--- config.mk ---
export PLATFORM = sky130hd
export DESIGN_NAME = fifo_wptr_full_flat
export DESIGN_NICKNAME = d
export VERILOG_FILES = /design/src/rtl/fifo_wptr_full_if.sv /design/src/rtl/fifo_wptr_full.sv /design/src/flat_wrapper.sv
export SDC_FILE = /design/constraint.sdc
export NUM_CORES = 1
export LEC_CHECK = 0
export BUFFER_PORTS_ARGS = -buffer_cell sky130_fd_sc_hd__buf_2
export CORE_MARGIN = 2
export CORE_UTILIZATION = 55
export CTS_CLUSTER_DIAMETER = 50
export DETAILED_ROUTE_END_ITERATION = 8
export HOLD_SLACK_MARGIN = 0.15
export PLACE_DENSITY = 0.81
export SLEW_MARGIN = 15
export SYNTH_ARGS = -nofsm -noshare
export SYNTH_HDL_FRONTEND = slang
export SYNTH_SLANG_ARGS = --single-unit
--- constraint.sdc ---
create_clock -name wclk -period 4.5 [get_ports wclk]
set_input_delay 1.125 -clock wclk [delete_from_list [all_inputs] [get_ports wclk]]
set_output_delay 1.125 -clock wclk [all_outputs]
set_load 0.005 [all_outputs]
--- src/rtl/fifo_wptr_full_if.sv ---
// ---------------------------------------------------------------------------
// fifo_wptr_full_if
// Write-side bus of the dual-clock FIFO pointer/flag controller.
//
// Signals:
//   winc          producer write request
//   wq2_rptr      Gray read pointer as seen by the write domain
//   wovf_clr      clears the sticky overflow flag
//   w_addr        memory write address
//   wclken        memory write enable
//   wptr          registered Gray write pointer, to the read-domain synchronizer
//   wfull         registered full flag
//   walmost_full  registered almost-full flag
//   wlevel        registered fill level, 0..2**Addr_Width
//   woverflow     sticky overflow flag
//
// Modports:
//   master  producer / integrator side (drives requests, observes status)
//   slave   fifo_wptr_full itself
// ---------------------------------------------------------------------------
interface fifo_wptr_full_if #(
  parameter int Addr_Width = 4
);
  logic                  winc;
  logic [Addr_Width:0]   wq2_rptr;
  logic                  wovf_clr;
  logic [Addr_Width-1:0] w_addr;
  logic                  wclken;
  logic [Addr_Width:0]   wptr;
  logic                  wfull;
  logic                  walmost_full;
  logic [Addr_Width:0]   wlevel;
  logic                  woverflow;

  modport master (
    output winc, wq2_rptr, wovf_clr,
    input  w_addr, wclken, wptr, wfull, walmost_full, wlevel, woverflow
  );

  modport slave (
    input  winc, wq2_rptr, wovf_clr,
    output w_addr, wclken, wptr, wfull, walmost_full, wlevel, woverflow
  );
endinterface

--- src/rtl/fifo_wptr_full.sv ---
// ---------------------------------------------------------------------------
// fifo_wptr_full
// Write-side pointer and full-flag controller of the dual-clock FIFO. Runs
// entirely in the wclk domain: drives the memory write address/enable, keeps
// the binary and Gray write pointers, and compares against the synchronized
// Gray read pointer to produce full, almost-full, fill level and a sticky
// overflow flag.
//
// Parameters:
//   Addr_Width  memory address width, depth = 2**Addr_Width (>= 2)
//   AF_Thresh   fill level at or above which walmost_full asserts
//
// Ports:
//   wclk    write-domain clock
//   wrst_n  asynchronous active-low reset, write domain
//   bus     fifo_wptr_full_if.slave (winc, wq2_rptr, wovf_clr in;
//           w_addr, wclken, wptr, wfull, walmost_full, wlevel, woverflow out)
//
// Build option:
//   FIFO_WSYNC_EN  when defined, wq2_rptr carries the raw rclk-domain Gray
//                  read pointer and a 2-flop synchronizer is built in here.
// ---------------------------------------------------------------------------
module fifo_wptr_full #(
  parameter int Addr_Width = 4,
  parameter int AF_Thresh  = 12
) (
  input logic              wclk,
  input logic              wrst_n,
  fifo_wptr_full_if.slave  bus
);
  localparam int AW = Addr_Width;
  localparam logic [AW:0] AfLevel = (AW+1)'(AF_Thresh);

  logic [AW:0] wbin;
  logic [AW:0] wgray;
  logic        full_q;
  logic        afull_q;
  logic [AW:0] level_q;
  logic        ovf_q;

  logic [AW:0] rptr_sync;
  logic [AW:0] rbin_sync;
  logic [AW:0] full_cmp;
  logic        wclken_i;
  logic [AW:0] wbin_next;
  logic [AW:0] wgray_next;
  logic [AW:0] level_next;

`ifdef FIFO_WSYNC_EN
  logic [AW:0] rsync1;
  logic [AW:0] rsync2;

  // Two-flop synchronizer for the raw read-domain Gray pointer.
  always_ff @(posedge wclk or negedge wrst_n) begin
    if (!wrst_n) begin
      rsync1 <= '0;
      rsync2 <= '0;
    end else begin
      rsync1 <= bus.wq2_rptr;
      rsync2 <= rsync1;
    end
  end

  assign rptr_sync = rsync2;
`else
  assign rptr_sync = bus.wq2_rptr;
`endif

  // Gray to binary: bit i is the XOR of all Gray bits from the MSB down to i.
  always_comb begin
    rbin_sync = '0;
    for (int i = 0; i <= AW; i++) begin
      rbin_sync[i] = ^(rptr_sync >> i);
    end
  end

  // The write pointer is full when it is exactly one lap ahead of the read
  // pointer: in Gray code that means the top two bits inverted, rest equal.
  assign full_cmp = {~rptr_sync[AW:AW-1], rptr_sync[AW-2:0]};

  // Gated by reset as well so the memory never sees a write while the
  // controller is being held in reset.
  assign wclken_i   = bus.winc & ~full_q & wrst_n;
  assign wbin_next  = wbin + {{AW{1'b0}}, wclken_i};
  assign wgray_next = (wbin_next >> 1) ^ wbin_next;
  assign level_next = wbin_next - rbin_sync;

  // Flags are computed from the next pointer so they change on the same edge
  // that performs the write. A read seen through the synchronizer can only
  // lower them one edge after it arrives, which keeps full pessimistic.
  always_ff @(posedge wclk or negedge wrst_n) begin
    if (!wrst_n) begin
      wbin    <= '0;
      wgray   <= '0;
      full_q  <= 1'b0;
      afull_q <= 1'b0;
      level_q <= '0;
      ovf_q   <= 1'b0;
    end else begin
      wbin    <= wbin_next;
      wgray   <= wgray_next;
      full_q  <= (wgray_next == full_cmp);
      afull_q <= (level_next >= AfLevel);
      level_q <= level_next;
      // A dropped write sets the flag even when a clear arrives with it.
      ovf_q   <= (bus.winc & full_q) | (ovf_q & ~bus.wovf_clr);
    end
  end

  assign bus.w_addr       = wbin[AW-1:0];
  assign bus.wclken       = wclken_i;
  assign bus.wptr         = wgray;
  assign bus.wfull        = full_q;
  assign bus.walmost_full = afull_q;
  assign bus.wlevel       = level_q;
  assign bus.woverflow    = ovf_q;
endmodule
--- src/flat_wrapper.sv ---
// flat-port wrapper written by rule: the top's interface ports become plain ports
module fifo_wptr_full_flat 
#(
  parameter int Addr_Width = 4,
  parameter int AF_Thresh  = 12
)
  (wclk, wrst_n, bus_winc, bus_wq2_rptr, bus_wovf_clr, bus_w_addr, bus_wclken, bus_wptr, bus_wfull, bus_walmost_full, bus_wlevel, bus_woverflow);
  fifo_wptr_full_if #(.Addr_Width(Addr_Width)) bus_i ();
  input logic wclk;
  input logic wrst_n;
  input wire logic [$bits(bus_i.winc)-1:0] bus_winc;
  input wire logic [$bits(bus_i.wq2_rptr)-1:0] bus_wq2_rptr;
  input wire logic [$bits(bus_i.wovf_clr)-1:0] bus_wovf_clr;
  output wire logic [$bits(bus_i.w_addr)-1:0] bus_w_addr;
  output wire logic [$bits(bus_i.wclken)-1:0] bus_wclken;
  output wire logic [$bits(bus_i.wptr)-1:0] bus_wptr;
  output wire logic [$bits(bus_i.wfull)-1:0] bus_wfull;
  output wire logic [$bits(bus_i.walmost_full)-1:0] bus_walmost_full;
  output wire logic [$bits(bus_i.wlevel)-1:0] bus_wlevel;
  output wire logic [$bits(bus_i.woverflow)-1:0] bus_woverflow;
  assign bus_i.winc = bus_winc;
  assign bus_i.wq2_rptr = bus_wq2_rptr;
  assign bus_i.wovf_clr = bus_wovf_clr;
  assign bus_w_addr = bus_i.w_addr;
  assign bus_wclken = bus_i.wclken;
  assign bus_wptr = bus_i.wptr;
  assign bus_wfull = bus_i.wfull;
  assign bus_walmost_full = bus_i.walmost_full;
  assign bus_wlevel = bus_i.wlevel;
  assign bus_woverflow = bus_i.woverflow;
  fifo_wptr_full #(.Addr_Width(Addr_Width), .AF_Thresh(AF_Thresh)) u_core (.wclk(wclk), .wrst_n(wrst_n), .bus(bus_i));
endmodule
; ---- Word level (Yosys, flattened, before mapping)
; Cells that the tools add are included.
[word_totals]
register_bits = 18
in_bits = 9
[op_classes]
eq_ne = 1
bitwise = 9
add_sub_neg = 2
n_reduce_logical = 5
order_cmp = 1
[op_table]
columns = cell, count
row1 = $reduce_xor A5 Y1, 5
row2 = $add A5 B1 Y5, 1
row3 = $eq A5 B5 Y1, 1
row4 = $ge A5 B4 Y1 const B, 1
row5 = $sub A5 B5 Y5, 1
row6 = $xor A4 B5 Y5, 1
row7 = $and A1 B1 Y1, 4
row8 = $not A1 Y1, 2
row9 = $not A2 Y2, 1
row10 = $or A1 B1 Y1, 1

; ---- Longest topological paths before layout
; Gate-level depths: netlist of run 1.
[depth]
ltp_word = 6
ltp_mapped = 11
ltp_nobuf = 11

; ---- Worst setup path after synthesis of run 1
; Ideal clock, no wire load.
[synth_timing]
path_kind = input to register
from = in wrst_n
to = reg u_core.afull_q (netlist: u_core.bus.walmost_full)
arrival_ps = 3374
setup_slack_ps = 1000
setup_ps = 126
required_time_ps = 4374
stages = 10
path_cell_list = and3b_1 ha_1 ha_1 clkbuf_1 clkbuf_1 xor2_1 ha_1 a2111oi_1 o21a_1 o21ai_1
[synth_between]
elab_chain_len = 4
[synth_lines]
columns = item, line
row1 = "start, declared", flat_wrapper.sv:10  ; input logic wrst_n;
row2 = $and A1 B1 Y1, fifo_wptr_full.sv:83  ; assign wclken_i = bus.winc & ~full_q & wrst_n;
row3 = $add A5 B1 Y5, fifo_wptr_full.sv:84  ; assign wbin_next = wbin + {{AW{1'b0}}, wclken_i};
row4 = via u_core.wbin_next[1], fifo_wptr_full.sv:45  ; logic [AW:0] wbin_next;
row5 = $sub A5 B5 Y5, fifo_wptr_full.sv:86  ; assign level_next = wbin_next - rbin_sync;
row6 = $ge A5 B4 Y1, fifo_wptr_full.sv:103  ; afull_q <= (level_next >= AfLevel);
row7 = "end signal, assigned", fifo_wptr_full.sv:103
row8 = "end, declared", fifo_wptr_full.sv:37  ; logic afull_q;
; The timed path passes the listed nets, and every way through them passes these cells.

; ---- Worst setup path after layout of run 1
; Same ends and word-level chain as after synthesis.

==> impl_results.md, run 1 <==
- Outcome: finished, final reports clean
- Nets@finish: 136
- CTS tree: built
- Most frequent cells in the layout: 26 x buf_2, 17 x dfrtp_1, 11 x xor2_1, 7 x xnor2_1
- Post-CTS setup buffers: 0
- Slowest stage delay, CP: 0.52 ns
- CTS buffer count: 3
- Min Tclk post-route: 3.594 ns
- CP max FO: 20
- Main area contributors after synthesis: dfrtp_1 40%, xor2_1 9.1%, ha_1 7.1%
- Yosys warnings: 0
- Diode count: 0
- Hold_buf cts: 0
- Layout cells sized above 1: 29.17%
- Detailed Place HPWL: 1.476 mm
- DR vias/cell: around 5.5
- Mux contribution to synthesized area: 0%
- CP max stage cell: ha_1
- Total GRT Usage: 19.46%
- LEAKAGE: 0.5758 nW
- RSZ-0062 raised after global routing: no
- Layout area overhead: 15.62%
- Die Span Y: 47.85 um
- Period utilisation layout: 79.87%
- Post-synthesis simple-gate area fraction: about 16%
- CP cell instances: buf_2, and3b_1, ha_1, ha_1, and4bb_2, o41a_1, or4_1, a41oi_2, o21ai_1
- Final Instance Count excl. Fillers: 145
- Largest family of logic cells by synthesized area: XOR/XNOR gates
- Crit path DAT: 3.76 ns
- Post-Syn Nets: 109
- Kind of cell adding the most delay to the critical path: simple AND/OR/NAND/NOR gates
- Placed Cells: between 100 and 150
- Die area: roughly 0.0023 sq mm
- Core footprint: between 0.0015 and 0.002 sq mm
- IO Pins: 27
- Routability congestion estimate: 0.8236
- Total iterations of the first detailed-routing run: 7
- Initial antenna violation count: 0
- DRC viols: 0
- Clock latency on the worst-skew pair: 0.29 ns
- Setup violations, final: 0
- FF+latch count, synth: 17
- Final hold violation count: 0
- Most frequent CP cell: ha_1
- Mean Syn Cell Area: 11.25 sq um
- Worst Tran Pin Value: just under 0.6 ns
- Htree depth: 1
- Slew Viols, Final: 0
- Mapped Area: 0.001057 sq mm
- WL/cell: between 10 and 15 um
- Synth Area in Compound Gates: between 10% and 20%
- # resized after CTS: 0
- Via Count: 792
- Post-synth top area share: 40.24%
- Horiz. Die Dim: between 40 and 50 um
- Largest net degree at the start of global routing: 21
- HP Class: register to register
- Fill count: 156
- Seq/Total Area, Yosys: 40.24%
- Total of max-cap violations: 0
- Power Density: 721.7 mW/mm^2
- 1st-iter DRT viols: 22
- Starting Density: 59.93%
- Crit end category: register
- Routed WL: 1.928 mm
- Post-synthesis xor/xnor area fraction: 20.59%
- Root buffer cell: clkbuf_4
- VDD IR max: 0.3183 mV
- Cells after Synth: 94
- Reg clk slew, reported paths: 0.10 ns
- Post-DRT Antenna Nets: 0
- Post-synthesis async set-or-reset flop share: 100.0%
- FMAX: about 0.28 GHz
- Total gr overflow: 0
- IO buf count: 26
- Final setup skew: 0.007002 ns
- Cell Rows: 15
- Worst EP required: ~4.7 ns
- EDFF count, synth: 0
- CP Launch Type: input port
- Commonest non-fill, non-tap cell in the layout: buf_2
- Top FF cell, synth: dfrtp_1
- Vias in the first global route: approximately 700
- Clock sinks: 17
- Distinct cells, synth: 35
- Setup_tns: 0 ns
- First-pass GRT wire length: roughly 3.1 mm
- Clock Tree Buf Depth: 2
- Critical path class: input port to register
- Slew Limit Headroom: between 60% and 70%
- Buf/Inv on CP: 1
- Worst R2R Setup Slack: between 1.5 and 2 ns
- Yosys top cell by area: dfrtp_1
- Synth Area in Adders: 8.047%
[per-stage QoR]
step	utilization (%)	hold WS [ns]	area [sq um]	total power [mW]	setup WS, ns
after floorplan	-	0.4823	1057	0.6495	1.000
after global placement	67.80	0.4783	1196	0.7862	0.6820
after detailed placement	67.80	0.5194	1196	0.8016	0.6124
after CTS	69.29	0.5435	1222	0.8865	0.9180
after global routing	69.29	0.5950	1222	0.9622	0.7191
final	69.29	0.5377	1222	0.8822	0.9059
[logic make-up (layout without fill, tap and decap cells)]
| group | Yosys count | after routing |
|---|---|---|
| AO/OA/AOI/OAI | 15 | 15 |
| XOR/XNOR | 21 | 21 |
| adder cells (fa/ha/maj) | 7 | 7 |
| buffers and inverters | 10 | 36 |
| flip-flops | 17 | 17 |
| AND/OR/NAND/NOR | 24 | 24 |
[synth_stat cells, types with 2 or more instances]
library cell	number
a21oi_1	3
xnor2_2	2
nor3_1	3
o21ai_0	2
clkbuf_1	2
nand3b_1	2
nand3_1	2
xnor2_1	7
buf_4	2
nor4bb_1	2
xor2_1	11
or4b_1	3
nor2_1	4
o21a_1	2
dfrtp_1	17
inv_1	6
ha_1	6
[where the power goes]
| part | internal (mW) | leakage [nW] | switching [mW] |
|---|---|---|---|
| sequential | 0.232 | 0.204 | 0.0283 |
| combinational | 0.246 | 0.357 | 0.297 |
| clock | 0.0344 | 0.0150 | 0.0446 |
[worst min-delay path: stages (launching register included)]
cell and delay [ns]:
dfrtp_1 0.38, nand2_1 0.06, o21ai_0 0.06
[registers in the layout, summed over array words and instances (netlist names)]
name / count
u_core.bus.wlevel: 5
u_core.wbin: 5
u_core.bus.wptr: 4
u_core.bus.walmost_full: 1
u_core.bus.wfull: 1
u_core.bus.woverflow: 1
[final cells by class]
class	instances	area [sq um]	area share [%]
inverters	6	22.52	1.842
flip-flops and latches	17	425.4	34.80
multi-input cells	67	586.8	48.00
clock buffers	4	26.28	2.149
well taps	25	31.28	2.559
repair buffers	26	130.1	10.64
[worst paths after layout]
| check | to | depth (start not counted) | from |
|---|---|---|---|
| worst max-delay path | u_core.bus.walmost_full | 9 | wrst_n |
| worst min-delay path | u_core.bus.woverflow | 2 | u_core.bus.wfull |
| worst max register to register | u_core.bus.walmost_full | 8 | u_core.bus.wfull |
| worst min register to register | u_core.bus.woverflow | 2 | u_core.bus.wfull |
| max in group asynchronous | u_core.bus.walmost_full | 1 | wrst_n |
| min in group asynchronous | u_core.bus.wptr[2] | 1 | wrst_n |
[metal layers]
layer / vias to the layer above / global-route usage [%] / routed length (um)
li1: 392 / - / -
met1: 369 / 25.81 / 866
met2: 27 / 30.13 / 931
met3: 4 / 1.887 / 92
met4: 0 / 12.43 / 38
met5: - / 0 / 0
(Power assumes the default switching activity.)
==> inputs of run 2 (changes only) <==
--- a/config.mk
+++ b/config.mk
@@ -7,11 +7,11 @@
 export LEC_CHECK = 0
 export BUFFER_PORTS_ARGS = -buffer_cell sky130_fd_sc_hd__buf_2
 export CORE_MARGIN = 2
-export CORE_UTILIZATION = 55
+export CORE_UTILIZATION = 46
 export CTS_CLUSTER_DIAMETER = 50
 export DETAILED_ROUTE_END_ITERATION = 8
 export HOLD_SLACK_MARGIN = 0.15
-export PLACE_DENSITY = 0.81
+export PLACE_DENSITY = 0.73
 export SLEW_MARGIN = 15
 export SYNTH_ARGS = -nofsm -noshare
 export SYNTH_HDL_FRONTEND = slang
==> constraint.sdc (replaced) <==
create_clock -name wclk -period 2.9 [get_ports wclk]
set_input_delay 0.725 -clock wclk [delete_from_list [all_inputs] [get_ports wclk]]
set_output_delay 0.725 -clock wclk [all_outputs]
set_load 0.005 [all_outputs]
==> run 2 against run 1 <==
Worst setup slack got worse by 0.86 ns. Die area increased by 18%. Clock skew decreased by 0.0062 ns. Non-clock buffer count increased by 19. First-iteration DRC count decreased by 59%. Cell count increased by 15%. Sequential cell count unchanged. Critical path depth increased by 1. Routed wire length increased by 18%. Final area increased by 13%. Via count increased by 9.5%. Global-route usage decreased by 1.4 points. Largest power group unchanged. Highest routed layer unchanged.
==> impl_results.md, run 2 (synthesis results as in run 1) <==
- Cell Rows: 17
- HP Class: input port to asynchronous set/reset pin
- Design Area, Final: 0.001376 sq mm
- Outcome: finished, final reports clean
- Final setup margin: around 0.05 ns
- Post-DRT Antenna Nets: 0
- RR Endpoint: u_core.bus.walmost_full
- Nets@finish: 155
- Worst Tran Pin Value: 0.3131 ns
- Root buffer cell: clkbuf_4
- Total GRT Usage: 18.06%
- Min Tclk post-route: 2.851 ns
- CTS buffer count: 3
- Power Density: around 1100 mW/mm^2
- Total of max-cap violations: 0
- Crit path DAT: 3.02 ns
- Final Util: 62.82%
- Die Span Y: between 50 and 60 um
- Clock sinks: 17
- Placed Cells: 162
- First-pass GRT wire length: 3.574 mm
- DP Worst Slack: -0.2150 ns
- IO Pins: 27
- Period utilisation layout: between 90% and 100%
- Layout cells sized above 1: 40.29%
- Slew Viols, Final: 0
- Fill count: 178
- Total gr overflow: 0
- Routability congestion estimate: about 0.9
- Final setup skew: 0.0007843 ns
- Via Count: 867
- LEAKAGE: ~0.67 nW
- Largest net degree at the start of global routing: 18
- Final Instance Count excl. Fillers: 167
- Die area: 0.002698 sq mm
- Critical path class: input port to register
- Commonest non-fill, non-tap cell in the layout: buf_2
- Worst r2r src: u_core.bus.wfull
- Placed cell area: approximately 0.0013 sq mm
- FF+latch area: 425.4 sq um
- CP max FO: 8
- CTS tree: built
- VDD IR max: 0.5382 mV
- WL/cell: approximately 14 um
- Setup violations, final: 0
- Setup_tns: 0 ns
- Vias in the first global route: 821
- Horiz. Die Dim: 51.94 um
- Layout area overhead: 30.18%
- Fin Hold WS: 0.3854 ns
- Routed WL: 2.277 mm
- 1st-iter DRT viols: 9
- Worst R2R Setup Slack: 0.24 ns
- Final hold violation count: 0
- Reg clk slew, reported paths: 0.09 ns
- Starting Density: 48.26%
- Clock Tree Buf Depth: 2
- Hold_buf cts: 0
- DR vias/cell: 5.192
- Diode count: 0
- CP Launch Type: input port
- Multi-input logic area: just under 600 sq um
- R2R depth: 9
- Core footprint: ~0.0022 sq mm
- DRC viols: 0
- Htree depth: 1
- IO buf count: 26
- Total iterations of the first detailed-routing run: 4
- Most frequent cells in the layout: 26 x buf_2, 19 x buf_4, 17 x dfrtp_1, 11 x xor2_1, 7 x xnor2_1
- FMAX: 0.3508 GHz
- Clock latency on the worst-skew pair: around 0.28 ns
- Overall power: roughly 1.6 mW
- Worst EP required: ~3 ns
- Slew Limit Headroom: 78.98%
- Initial antenna violation count: 0
- Crit end category: register
- Detailed Place HPWL: 1.803 mm
run 2: timing repair:
action / 4_1_cts / 5_1_grt
buffers inserted: 0 / 1
endpoints found under the setup margin: 0 / 2
resized for setup: 0 / 1
run 2: power by group:
group	total, mW	switching [mW]	internal, mW
clock	0.123	0.0692	0.0534
combinational	1.03	0.502	0.523
sequential	0.403	0.0431	0.360
total	1.55	0.615	0.937
run 2: area by class of cell:
class,instances,area share [%]
Sequential cell,17,30.91
Timing Repair Buffer,45,19.82
Inverter,6,1.636
Tap cell,28,2.545
Clock buffer,4,1.909
Multi-Input combinational cell,67,43.18
run 2: how the worst max path moves through the flow:
stage | start | endpoint | slack, ns
6_report | bus_wq2_rptr[4] | u_core.bus.walmost_full | 0.05
5_1_grt | bus_wq2_rptr[4] | u_core.bus.walmost_full | -0.005
4_1_cts | bus_wq2_rptr[4] | u_core.bus.walmost_full | 0.06
3_5_place_dp | bus_wq2_rptr[4] | u_core.bus.walmost_full | -0.22
3_3_place_gp | wrst_n | u_core.bus.walmost_full | -0.16
2_1_floorplan | bus_wq2_rptr[2] | u_core.bus.walmost_full | -0.13
run 2: worst max-delay path, cell delays in order:
cell and delay, ns:
buf_2 0.14, xnor2_4 0.22, xnor2_2 0.15, xnor2_1 0.16, ha_2 0.28, and4bb_2 0.25
o41a_1 0.40, or4_1 0.42, a41oi_2 0.19, o21ai_1 0.09
run 2: routing by layer:
layer,share of wire [%],track usage (%),vias to the layer above
met5,0,0,-
met4,2.9,8.333,0
met3,3.0,2.586,8
met2,53,30.80,25
met1,41,22.30,409
li1,-,-,425
==> inputs of run 3 (changes only) <==
--- a/config.mk
+++ b/config.mk
@@ -6,11 +6,14 @@
 export NUM_CORES = 1
 export LEC_CHECK = 0
 export BUFFER_PORTS_ARGS = -buffer_cell sky130_fd_sc_hd__buf_2
+export CAP_MARGIN = 30
+export CORE_ASPECT_RATIO = 1.1
 export CORE_MARGIN = 2
 export CORE_UTILIZATION = 46
 export CTS_CLUSTER_DIAMETER = 50
 export DETAILED_ROUTE_END_ITERATION = 8
 export HOLD_SLACK_MARGIN = 0.15
+export MAX_ROUTING_LAYER = met4
 export PLACE_DENSITY = 0.73
 export SLEW_MARGIN = 15
 export SYNTH_ARGS = -nofsm -noshare
==> run 3 against run 2 <==
Worst setup slack improved by 0.12 ns. Sequential cell count unchanged. Worst hold slack gained 0.0045 ns. Via count up 0.58%. Cell count is 0.60% higher. Non-clock buffer count shrank 1. Critical path depth did not move. Clock power is essentially flat. First-iteration DRC count down 33%.
==> impl_results.md, run 3 (synthesis results as in run 1) <==
- Outcome: finished, final reports clean
- Period utilisation layout: 94.05%
- Die area: 0.002698 sq mm
- Placed Cells: 164
- Total of max-cap violations: 0
- Combinational Power Share: 65.1%
- Final setup skew: 0.002540 ns
- Setup violations, final: 0
- Met2 Usage GRT: 35.56%
- Final hold violation count: 0
- Final setup margin: approximately 0.17 ns
- Min Tclk post-route: 2.728 ns
- Final Util: 62.02%
- Power Density: 1108 mW/mm^2
- Die Span Y: approximately 54 um
- DP Worst Slack: -0.1571 ns
- Layer with the highest usage: met2
- Overall power: 1.516 mW
- Cell Int Power: 0.9179 mW
- Most frequent cells in the layout: 26 x buf_2, 18 x buf_4, 17 x dfrtp_1, 11 x xor2_1, 7 x xnor2_1
- CP max FO: 8
- Total gr overflow: 0
- VDD IR max: ~0.55 mV
- Switching portion of total power: 39.46%
- Design Area, Final: roughly 0.0014 sq mm
- DR vias/cell: about 5.2
- Detailed Place HPWL: 1.828 mm
- Cell Rows: 18
- Critical path class: input port to register
- Reg clk slew, reported paths: 0.09 ns
- IO buf count: 26
- CTS tree: built
- 1st-iter DRT viols: 6
- First-pass GRT wire length: 3.594 mm
- Total iterations of the first detailed-routing run: 4
- Worst EP required: 3.07 ns
- Routability congestion estimate: 0.9654
- HP Class: input port to asynchronous set/reset pin
- IO Pins: 27
- Crit end category: register
- GR Util met1: 17.73%
- Post-DRT Antenna Nets: 0
- Vias in the first global route: approximately 900
- Placed cell area: 0.001340 sq mm
- WL/cell: 13.17 um
- CTS buffer count: 3
- DRC viols: 0
- Htree depth: 1
- Met3 Resource Use GR: 0.8197%
- Initial antenna violation count: 0
- Hold_buf cts: 0
- Via Count: 872
- Largest net degree at the start of global routing: 18
- Final Instance Count excl. Fillers: 168
- Commonest non-fill, non-tap cell in the layout: buf_2
- Layout area overhead: 29.47%
- FMAX: 0.3666 GHz
- RSZ-0062 raised after global routing: no
- Clock share of power: 8.0%
- Slew Limit Headroom: 75.62%
- Layout cells sized above 1: 39.86%
- Clock latency on the worst-skew pair: approximately 0.28 ns
- Slew Viols, Final: 0
- Clock sinks: 17
- Crit path DAT: 2.90 ns
- Worst Tran Pin Value: 0.3648 ns
- Net Sw Power: 0.5984 mW
- Nets@finish: about 150
- CP Launch Type: input port
- Core footprint: 0.002207 sq mm
- Diode count: 0
- Clock Tree Buf Depth: 2
- Sequential Power Share: 26.9%
- Root buffer cell: clkbuf_4
- Starting Density: 47.90%
- LEAKAGE: 0.6596 nW
- Routed WL: 2.213 mm
- Total GRT Usage: a little under a fifth
- Horiz. Die Dim: 49.71 um
-- run 3: cell types whose count changed in the layout (fill, tap and decap cells not counted), sizes merged --
| cell | previous run | this run |
|---|---|---|
| buf | 45 | 44 |
-- run 3: power by group through the flow --
stage               sequential (mW)  clock [mW]  combinational, mW
floorplan                     0.428           0              0.592
global placement              0.408           0              0.959
detailed placement            0.412           0              0.994
CTS                           0.407       0.127              0.999
global route                  0.420       0.136               1.10
finish                        0.407       0.122              0.988
-- run 3: path summary, 6_finish.rpt --
kind	start	endpoint	slack [ns]	cells past startpoint
max	wrst_n	u_core.bus.walmost_full	0.17	10
max in group asynchronous	wrst_n	u_core.bus.wlevel[3]	2.32	2
max reg2reg	u_core.bus.wfull	u_core.bus.walmost_full	0.34	9
min in group wclk	u_core.bus.wfull	u_core.bus.woverflow	0.57	2
min	wrst_n	u_core.bus.wptr[0]	0.39	2
min reg2reg	u_core.bus.wfull	u_core.bus.woverflow	0.57	2
-- run 3: layout make-up --
cell class	count	area [sq um]
Clock buffer	4	26.28
Sequential cell	17	425.4
Multi-Input combinational cell	67	591.8
Tap cell	30	37.54
Timing Repair Buffer	44	265.3
Inverter	6	22.52
Fill cell	198	838.3
-- run 3: routing by layer --
| layer | up-vias | wire [um] |
|---|---|---|
| met5 | - | 0 |
| met4 | 0 | 68 |
| met3 | 6 | 78 |
| met2 | 24 | 1226 |
| met1 | 420 | 839 |
| li1 | 422 | - |
-- run 3: critical path, stage by stage --
cell and delay [ns]:
buf_2 0.11, and3b_1 0.19, ha_1 0.21, ha_2 0.41
buf_4 0.15, or4b_1 0.42, a41oi_1 0.28, o31ai_1 0.14
a41oi_2 0.19, o21ai_1 0.08
-- run 3: repair_timing --
item,CTS,global route
resized for setup,0,1
setup buffers,0,0
endpoints found under the setup margin,0,1
-- run 3: through the flow --
stage | hold slack [ns] | TNS, ns
6_report | 0.3900 | 0
4_1_cts | 0.3857 | 0
2_1_floorplan | 0.4294 | -0.1393
3_5_place_dp | 0.5568 | -0.1933
3_3_place_gp | 0.4893 | -0.1588
5_1_grt | 0.4034 | 0
